### src/rtl/ps2_key_decoder.sv
// PS/2 set-2 scan-code decoder that drives a wrapping grid cursor and a select key.
// Decodes E0/F0 prefixes, filters typematic repeats, and emits one-cycle move/select pulses.
module ps2_key_decoder #(
   parameter int COLS             = 4,
   parameter int ROWS             = 4,
   parameter int TYPEMATIC_FILTER = 1
) (
   input  logic       CLOCK_50,
   input  logic       reset,
   input  logic [7:0] ps2_key_data,
   input  logic       ps2_key_pressed,
   input  logic       en,
   output logic [3:0] cursor_addr,
   output logic       move_pulse,
   output logic       select_pulse,
   output logic [7:0] key_code,
   output logic       key_ext
);

   typedef enum logic [1:0] {S_IDLE, S_EXT, S_BRK, S_EXT_BRK} state_t;

   localparam logic [1:0] LAST_COL = 2'(COLS - 1);
   localparam logic [1:0] LAST_ROW = 2'(ROWS - 1);

   // Held-flag / hit-vector bit positions.
   localparam int K_UP = 0, K_DOWN = 1, K_LEFT = 2, K_RIGHT = 3, K_SEL = 4;

   state_t     r_state, w_state_nxt;
   logic       w_make, w_brk, w_ext;
   logic [4:0] w_hit;
   logic       w_accept;
   logic [4:0] r_held;
   logic [1:0] r_row, r_col;
   logic       r_move_pulse, r_select_pulse;
   logic [7:0] r_key_code;
   logic       r_key_ext;

   always_ff @(posedge CLOCK_50 or posedge reset) begin
      if (reset) r_state <= S_IDLE;
      else       r_state <= w_state_nxt;
   end

   always_comb begin
      w_state_nxt = r_state;
      w_make      = 1'b0;
      w_brk       = 1'b0;
      w_ext       = 1'b0;
      if (ps2_key_pressed) begin
         case (r_state)
            S_IDLE: begin
               if (ps2_key_data == 8'hE0)      w_state_nxt = S_EXT;
               else if (ps2_key_data == 8'hF0) w_state_nxt = S_BRK;
               else                            w_make = 1'b1;
            end
            S_EXT: begin
               if (ps2_key_data == 8'hF0)      w_state_nxt = S_EXT_BRK;
               else if (ps2_key_data != 8'hE0) begin
                  w_make      = 1'b1;
                  w_ext       = 1'b1;
                  w_state_nxt = S_IDLE;
               end
            end
            S_BRK, S_EXT_BRK: begin
               if (ps2_key_data != 8'hE0 && ps2_key_data != 8'hF0) begin
                  w_brk       = 1'b1;
                  w_ext       = (r_state == S_EXT_BRK);
                  w_state_nxt = S_IDLE;
               end
            end
            default: w_state_nxt = S_IDLE;
         endcase
      end
   end

   always_comb begin
      w_hit          = '0;
      w_hit[K_UP]    = w_ext ? (ps2_key_data == 8'h75) : (ps2_key_data == 8'h1D);
      w_hit[K_DOWN]  = w_ext ? (ps2_key_data == 8'h72) : (ps2_key_data == 8'h1B);
      w_hit[K_LEFT]  = w_ext ? (ps2_key_data == 8'h6B) : (ps2_key_data == 8'h1C);
      w_hit[K_RIGHT] = w_ext ? (ps2_key_data == 8'h74) : (ps2_key_data == 8'h23);
      w_hit[K_SEL]   = !w_ext && (ps2_key_data == 8'h5A || ps2_key_data == 8'h29);
   end

   // Unmapped makes have no held flag, so they always pass the repeat filter.
   assign w_accept = w_make && en && ((TYPEMATIC_FILTER == 0) || ((w_hit & r_held) == '0));

   always_ff @(posedge CLOCK_50 or posedge reset) begin
      if (reset) begin
         r_held         <= '0;
         r_row          <= '0;
         r_col          <= '0;
         r_move_pulse   <= 1'b0;
         r_select_pulse <= 1'b0;
         r_key_code     <= '0;
         r_key_ext      <= 1'b0;
      end else begin
         r_move_pulse   <= 1'b0;
         r_select_pulse <= 1'b0;
         if (w_make) r_held <= r_held | w_hit;
         else if (w_brk) r_held <= r_held & ~w_hit;
         if (w_accept) begin
            r_key_code     <= ps2_key_data;
            r_key_ext      <= w_ext;
            r_move_pulse   <= |w_hit[K_RIGHT:K_UP];
            r_select_pulse <= w_hit[K_SEL];
            if (w_hit[K_UP])
               r_row <= (r_row == '0) ? LAST_ROW : r_row - 2'd1;
            else if (w_hit[K_DOWN])
               r_row <= (r_row == LAST_ROW) ? '0 : r_row + 2'd1;
            else if (w_hit[K_LEFT])
               r_col <= (r_col == '0) ? LAST_COL : r_col - 2'd1;
            else if (w_hit[K_RIGHT])
               r_col <= (r_col == LAST_COL) ? '0 : r_col + 2'd1;
         end
      end
   end

   assign cursor_addr  = 4'(int'(r_row) * COLS + int'(r_col));
   assign move_pulse   = r_move_pulse;
   assign select_pulse = r_select_pulse;
   assign key_code     = r_key_code;
   assign key_ext      = r_key_ext;

endmodule

### config.mk
export PLATFORM = sky130hd
export DESIGN_NAME = ps2_key_decoder
export DESIGN_NICKNAME = d
export VERILOG_FILES = /design/src/rtl/ps2_key_decoder.sv
export SDC_FILE = /design/constraint.sdc
export NUM_CORES = 1
export LEC_CHECK = 0
export ABC_CLOCK_PERIOD_IN_PS = 4800
export CAP_MARGIN = 20
export CORE_AREA = 4 4 62 69
export DETAILED_ROUTE_END_ITERATION = 16
export DIE_AREA = 0 0 66 73
export PLACE_DENSITY = 0.61
export SLEW_MARGIN = 20
export SYNTH_ARGS = -nofsm -noshare
export SYNTH_HDL_FRONTEND = slang
export SYNTH_SLANG_ARGS = --single-unit
export TNS_END_PERCENT = 1
### constraint.sdc
create_clock -name CLOCK_50 -period 4.8 [get_ports CLOCK_50]
set_input_delay 0.72 -clock CLOCK_50 [delete_from_list [all_inputs] [get_ports CLOCK_50]]
set_output_delay 0.72 -clock CLOCK_50 [all_outputs]
set_load 0.005 [all_outputs]
# After elaboration in Yosys (flattened, before gate mapping)
# Index checks and enable logic that the tools add are counted.
# Widths: inputs -> output; s select.
# classes
muxes	34
n_addsub	5
eq_ne	22
reduce_logical	18
bitwise	6
# op_table
cell	n
$eq 8x7->1 const B	5
$mux 2	13
$eq 8x5->1 const B	3
$eq 8x6->1 const B	2
$eq 8x8->1 const B	2
$mux 1	16
$ne 8x8->1 const B	2
$and 5x5->5	2
$mux 5	2
$eq 2x2->1 const B	4
$reduce_and 4->1	2
$logic_not 2->1	3
$ne 3x3->1 const B	2
$pmux 2 s3	1
$reduce_bool 2->1	3
$logic_not 5->1	1
$not 5->5	1
$or 5x5->5	1
$add 2x1->2 const B	2
$add 4x2->4	1
$logic_and 1x1->1	4
$pmux 1 s2	2
$reduce_or 4->1	1
$sub 2x1->2 const B	2
7 further kinds	8
# word_totals
inputBits	12
wordCells	93
out_inout_bits	15
regBits	22

# Longest topological paths before layout
# Gate-level depths: netlist of run 1.
# depth
word_depth	11
mapped_depth	8
ltp_nobuf	6

# Least setup slack after synthesis of run 1
# No wires, ideal clock.
# synth_timing
path_type	input port to flip-flop
start	input port ps2_key_data[2]
end	register r_key_code[6], in the netlist key_code[6]
cell_stages	6
setup_time_ns	0.127
slack_ns	2.535
n_path_buf	2
arrival_time_ns	2.138
cell_sequence	buf_2 -> or4_1 -> o211a_1 -> nand4_2 -> buf_4 -> mux2_1
# synth_via
elab_chain_len	10
# synth_lines
item	line_no	source
start: declaration	10	input logic [7:0] ps2_key_data,
$ne 8x8->1 (on tied branches)	57, 64	
$mux 1 / $logic_and 1x1->1 (equally long branches)	57, 64	
$mux 1 (on tied branches)	56, 64	
$pmux 1 s2	49	case (r_state)
$mux 1	48	if (ps2_key_pressed) begin
$logic_not 1->1	81	w_hit[K_SEL] = !w_ext && (ps2_key_data == 8'h5A || ps2_key_data == 8'h29);
$logic_and 1x1->1	81	
$and 5x5->5	85	assign w_accept = w_make && en && ((TYPEMATIC_FILTER == 0) || ((w_hit & r_held) == '0));
$logic_not 5->1	85	
$logic_and 1x1->1 *	85	
end signal: assignment	102	r_key_code <= ps2_key_data;
end: declaration	35	logic [7:0] r_key_code;
# Every way passes the cells marked *; elsewhere a longest branch is shown, timed or not.
# A chain may end at the register's enable or synchronous reset.

# Final worst setup path of run 1
# layout_timing
start	input port ps2_key_pressed
end	register r_row[1]
# layout_via
elab_chain_len	7
# layout_lines
item	line_no	source
start: declaration	11	input logic ps2_key_pressed,
$mux 1	48	
$logic_not 1->1	81	
$logic_and 1x1->1	81	
$and 5x5->5	85	
$logic_not 5->1	85	
$logic_and 1x1->1	85	
$reduce_and 2->1 (no source line)	--	
end signal: assignment	107	r_row <= (r_row == '0) ? LAST_ROW : r_row - 2'd1;
end signal: assignment	109	r_row <= (r_row == LAST_ROW) ? '0 : r_row + 2'd1;
end: declaration	33	logic [1:0] r_row, r_col;
# Several ways; a longest one is shown, not always the timed one.

==> summary.txt, run 1 <==
Run status
  – Status: finished, final reports clean

Yosys
  – Post-synth top area cell: dfrtp_1
  – Warnings, synthesis: 0
  – Ys async rst share: 100.0%
  – Area contributors post-synth: dfrtp_1 39%, mux2_1 6.5%, ha_1 3.6%
  – Synth top area share: ~39%
  – Post-synth EDFFs: 0
  – Yosys reg bits: 22
  – Synthesized area per cell: 9.697 µm²
  – Net count after synthesis: between 150 and 200
  – Post-synth cell types: 47
  – Cells after Synth: ~140
  – Post-synth top flop: dfrtp_1
  – Sequential cell area fraction in the yosys report: roughly two fifths
  – Post-Syn Area: between 1000 and 1500 µm²

Finish
  – Number of antenna repair diodes: 0
  – Fin cells: approximately 210
  – Layout cells sized above 1: under 10%
  – Synth-to-layout area growth: 21.68%
  – NumNets Final: 182

Critical path
  – Critical Path AT: ~3200 ps
  – Worst Reg-to-Reg Cells: 6
  – Req. time, crit path: 4990 ps
  – Worst setup SP type: input port
  – CP peak stage delay: 600 ps
  – Critical path peak fanout: 20
  – CP Class: in2reg
  – Worst Setup End Kind: flop
  – CP max stage cell: clkdlybuf4s50_1
  – Crit-path cells: clkdlybuf4s50_1 -> and3_1 -> a22o_1 -> o211ai_2 -> nand4_2 -> or4_1 -> nand4_1

Clock network
  – Count of cells resized by post-cts repair: 0
  – Worst-Skew Late Latency: 260 ps
  – Clock sink count: 22
  – Worst-path clk slew: 70 ps
  – Max H-tree Level: 1
  – CTS tree: done
  – Num CTS Buffers: 3
  – Clock Path Buffers: 2
  – Cts-stage hold buffer count: 0
  – Post-CTS Setup Repair Bufs: 0
  – Clock root buffer: clkbuf_8

GRT
  – First-pass GRT wire length: around 5.5 mm
  – Vias in the first global route: ~1,100
  – GRT Util Overall: roughly 15%
  – Initial antenna violation count: 0
  – Met2 usage: 25.84%
  – Largest net degree at the start of global routing: 23
  – Met3 Use GR: roughly 2%
  – Gr busiest metal: met2
  – Met1 Use GR: 18.50%
  – Overflow after GRT: 0

Routing
  – Initial DRC Count: 34
  – DR vias: between 1,000 and 1,500
  – # DRC: 0
  – Number of vias per cell: about 5.4
  – WL final: about 3.3 mm
  – Final ANT Viol Nets: 0
  – Pre-antenna DRT Iters: 4
  – DR WL/cell: between 15 and 20 µm

Placement
  – Placed cells: approximately 210
  – Gp weighted congestion: 0.9180
  – Port bufs: 26
  – Hpwl dp: ~2.5 mm

Floorplan
  – Initial Utilization: approximately 39%
  – Die W: 66 µm
  – Die area: 4818 µm²
  – Num rows: 23
  – Total core area: about 3600 µm²
  – Top-Level Pins: 27
  – Die height: between 70 and 80 µm

Timing
  – Final hold viol count: 0
  – Slew @ Worst Pin: 814.8 ps
  – Slew Viols, Final: 0
  – RSZ-0062 raised after global routing: no
  – Fin Setup TNS: 0 ps
  – Fmax: 332.0 MHz
  – Setup Viol. Count Final: 0
  – Min Tclk post-route: ~3000 ps
  – Fin crit share: a little over three fifths
  – Skew final: roughly 6.5 ps
  – Slew HR: a little under half

Hold path
  – Hold Path Class: reg2reg
  – Worst Hold Depth: 2

Power
  – PwrDens: roughly 250 nW/µm²
  – Peak VDD IR: about 0.11 mV
  – Leakage: a little over 0.7 nW

Job
  – Max-cap viol count: 0
-- synth_stat cells, types with 2 or more instances --
| library cell | instances |
|---|---|
| o21a_1 | 3 |
| mux2_1 | 8 |
| a31oi_1 | 3 |
| nand3_1 | 3 |
| dfrtp_1 | 22 |
| nor2_1 | 9 |
| mux2i_1 | 3 |
| buf_4 | 2 |
| nand2_1 | 7 |
| nor2b_1 | 5 |
| ha_1 | 4 |
| and2_1 | 3 |
| or3_1 | 2 |
| inv_1 | 10 |
| nand3b_1 | 2 |
| nor3_1 | 5 |
| and3_1 | 3 |
| buf_2 | 4 |
| o31ai_1 | 2 |
| o211ai_2 | 2 |
| buf_6 | 2 |
| or4_1 | 3 |
| nand4_1 | 4 |
| o21ai_0 | 5 |
| a21oi_1 | 6 |
-- routing by layer --
metal	wire length [µm]	vias to the layer above
li1	-	567
met3	131	5
met5	0	-
met2	1646	29
met1	1439	559
met4	53	0
-- cell usage in the layout (no fill, tap or decap), drive strengths merged, types with 2 or more instances in the layout --
| cell type | instances |
|---|---|
| a21oi | 6 |
| nand3b | 2 |
| or4 | 3 |
| o211ai | 2 |
| nor2b | 5 |
| and2 | 3 |
| o31ai | 2 |
| and3 | 3 |
| nor2 | 9 |
| nand2 | 7 |
| nand3 | 3 |
| or3 | 2 |
| clkbuf | 3 |
| mux2i | 3 |
| nor3 | 5 |
| ha | 4 |
| a211oi | 2 |
| o21ai | 6 |
| inv | 10 |
| dfrtp | 22 |
| nor4b | 2 |
| clkdlybuf4s50 | 26 |
| mux2 | 8 |
| nand4 | 5 |
| a31oi | 3 |
| o21a | 3 |
-- power by group --
group	internal, W	switching (W)
clock	0.0000560	0.0000577
combinational	0.0000563	0.0000442
sequential	0.000205	0.0000134
total	0.000317	0.000115
-- path summary, 6_finish.rpt --
| path | start | endpoint | slack (ps) |
|---|---|---|---|
| max in group asynchronous | reset | r_row[0]$_DFFE_PP0P_ | 3380 |
| min reg2reg | key_code[1]$_DFFE_PP0P_ | key_code[1]$_DFFE_PP0P_ | 480 |
| min in group asynchronous | reset | select_pulse$_DFF_PP0_ | 910 |
| min | key_code[1]$_DFFE_PP0P_ | key_code[1]$_DFFE_PP0P_ | 480 |
| max | ps2_key_pressed | r_row[1]$_DFFE_PP0P_ | 1790 |
| max reg2reg | r_state[0]$_DFFE_PP0P_ | r_row[1]$_DFFE_PP0P_ | 2460 |
-- area by class of cell --
type	count	area [µm²]
Sequential cell	22	550.5
Fill cell	337	1898
Multi-Input combinational cell	103	747.0
Inverter	10	37.54
Clock buffer	3	41.29
Timing Repair Buffer	26	260.3
Tap cell	50	62.56
-- worst max-delay path: cells and delay by family --
kind / cells / cell delay, ps
and+or+nand+nor: 4 / 1500
buffers and inverters: 1 / 600
AOI/OAI and AO/OA: 2 / 390
-- per-stage QoR --
step	cell area, µm²	utilization [%]	hold WS [ps]	setup slack, ps	power [W]
after global routing	1699	47.23	517.5	1606	0.0004584
after detailed placement	1658	46.09	475.8	1498	0.0003235
after CTS	1699	47.23	492.7	1771	0.0004399
after global placement	1658	46.09	472.1	1557	0.0003221
final	1699	47.23	484.4	1788	0.0004321
after floorplan	1396	-	471.7	2535	0.0002723
-- logic make-up (layout without fill, tap and decap cells) --
| kind of cell | after synthesis | in the layout | share of synthesized area, % |
|---|---|---|---|
| AO/OA/AOI/OAI | 32 | 32 | 16.76 |
| adder cells (fa/ha/maj) | 4 | 4 | 3.584 |
| buffers and inverters | 19 | 39 | 7.079 |
| flip-flops | 22 | 22 | 39.43 |
| multiplexers | 11 | 11 | 8.602 |
| AND/OR/NAND/NOR | 56 | 56 | 24.55 |
Note: power is estimated with default switching activity, not from simulation.
==> run 2: changes to the inputs <==
ABC_CLOCK_PERIOD_IN_PS = 2650   (was 4800)
PLACE_DENSITY = 0.63   (was 0.61)
clock period = 2.65 ns   (was 4.8 ns; I/O delays follow)
==> run 2 against run 1 <==
Routed wire length is 8.7% higher; combinational power is 98% higher; sequential power is 82% higher; clock power grew to 2.8 times the previous value; die area stayed put; final cell count is 5.1% higher; setup slack worse by 1400 ps; global-route usage is 1.2 points higher; register-to-register slack worse by 1900 ps; worst hold slack worse by 5.3 ps; first-iteration DRC count is 97% higher; flip-flop and latch count stayed put.
==> summary.txt, run 2 (same netlist as run 1, synthesis figures left out) <==
Routing
  – Pre-antenna DRT Iters: 4
  – DR vias: 1,239
  – DR WL/cell: 15.80 µm
  – Final ANT Viol Nets: 0
  – WL final: 3.556 mm
  – # DRC: 0
  – Initial DRC Count: 67
  – Number of vias per cell: between 5 and 6

Finish
  – Leading cell type in the layout, fill and taps excluded: clkdlybuf4s50_1
  – Layout cells sized above 1: a little under an eighth
  – FILL cells: ~360
  – NumNets Final: roughly 190
  – Number of antenna repair diodes: 0
  – Most frequent cells in the layout: 26 x clkdlybuf4s50_1, 22 x dfrtp_1, 10 x inv_1, 9 x nor2_1, 9 x buf_4
  – Fin cells: between 200 and 250
  – Synth-to-layout area growth: 30.11%

Clock network
  – Worst-Skew Late Latency: around 270 ps
  – Max H-tree Level: 1
  – Count of cells resized by post-cts repair: 0
  – Post-CTS Setup Repair Bufs: 0
  – Num CTS Buffers: 3
  – Cts-stage hold buffer count: 0
  – CTS tree: done
  – Clock Path Buffers: 2
  – Clock sink count: 22
  – Worst-path clk slew: roughly 90 ps
  – Clock root buffer: clkbuf_8

Job
  – Max-cap viol count: 0

Timing
  – Slew HR: 42.82%
  – Min Tclk post-route: around 2300 ps
  – Fmax: 435.5 MHz
  – Final hold viol count: 0
  – Fin Setup TNS: 0 ps
  – Slew Viols, Final: 0
  – Slew @ Worst Pin: 856.7 ps
  – Fin Hold WS: about 480 ps
  – Skew final: 4.830 ps
  – Setup Viol. Count Final: 0
  – RSZ-0062 raised after global routing: no
  – Fin crit share: between 80% and 90%

GRT
  – Initial antenna violation count: 0
  – Vias in the first global route: between 1,000 and 1,500
  – Largest net degree at the start of global routing: 23
  – First-pass GRT wire length: 5.968 mm
  – Overflow after GRT: 0
  – GRT Util Overall: 16.02%

Power
  – Leakage: a little under 0.8 nW
  – Peak VDD IR: around 0.37 mV
  – PwrDens: ~500 nW/µm²
  – Total Power: about 0.00092 W

Placement
  – Placed cells: roughly 220
  – Gp weighted congestion: roughly 0.86
  – Hpwl dp: about 2.7 mm
  – Port bufs: 26

Floorplan
  – Die W: around 66 µm
  – Die area: around 4800 µm²
  – Top-Level Pins: 27
  – Die height: around 73 µm
  – Num rows: 23
  – Initial Utilization: about two fifths
  – Total core area: about 3600 µm²

Hold path
  – Hold path startpoint: key_code[1]$_DFFE_PP0P_
  – Worst Hold Depth: 2
  – Endpoint, Worst Hold: key_code[1]$_DFFE_PP0P_
  – Hold Path Class: reg2reg

Critical path
  – CP Class: in2reg
  – R2R Path Start: r_state[0]$_DFFE_PP0P_
  – Critical Path AT: 2500 ps
  – Worst setup SP type: input port
  – R2r endpoint: key_code[3]$_DFFE_PP0P_
  – Worst Setup End Kind: flop
  – Critical path peak fanout: 11
  – Req. time, crit path: 2860 ps
  – Reg2reg setup slack: 550 ps
  – Worst Reg-to-Reg Cells: 6

Run status
  – Status: finished, final reports clean
[run 2: metrics by stage]
stage / worst slack, ps / utilization [%] / area, µm²
floorplan: 707.1 / - / 1396
global placement: 119.1 / 48.52 / 1745
detailed placement: 108.3 / 48.52 / 1745
CTS: 381.5 / 50.50 / 1817
global route: 236.9 / 50.50 / 1817
finish: 353.7 / 50.50 / 1817
[run 2: how the worst max path moves through the flow]
| stage | slack [ps] | start | depth (start not counted) | end |
|---|---|---|---|---|
| after floorplan | 710 | ps2_key_data[2] | 6 | key_code[6]$_DFFE_PP0P_ |
| after global placement | 120 | ps2_key_data[0] | 7 | key_code[6]$_DFFE_PP0P_ |
| after detailed placement | 110 | ps2_key_data[0] | 7 | key_code[3]$_DFFE_PP0P_ |
| after CTS | 380 | ps2_key_data[0] | 7 | r_row[1]$_DFFE_PP0P_ |
| after global routing | 240 | ps2_key_data[0] | 7 | key_code[5]$_DFFE_PP0P_ |
| final | 350 | ps2_key_data[0] | 7 | r_row[1]$_DFFE_PP0P_ |
[run 2: routing by layer]
layer	wire [µm]	share of wire [%]	vias up	GRT usage, %
met5	0	0	-	0
met4	67	1.9	0	7.223
met3	192	5.4	8	3.082
met2	1802	51	46	26.84
met1	1494	42	600	19.86
li1	-	-	585	-
[run 2: worst max-delay path, stage by stage]
cell	delay (ps)
clkdlybuf4s50_1	680
and4b_1	240
mux2i_1	200
o211a_1	240
nand4_2	170
or4_1	470
nand4_1	110
[run 2: final cells by class]
type                            instances  area, µm²  share of cell area (%)
Clock inverter                          1      30.03                   1.653
Sequential cell                        22      550.5                   30.30
Clock buffer                            3      41.29                   2.273
Multi-Input combinational cell        103      747.0                   41.12
Timing Repair Buffer                   36      347.8                   19.15
Inverter                               10      37.54                   2.066
Tap cell                               50      62.56                   3.444
[run 2: report_power, final]
part / internal (W) / switching [W]
clock network: 0.000202 / 0.000120
registers: 0.000370 / 0.0000255
logic: 0.000114 / 0.0000843
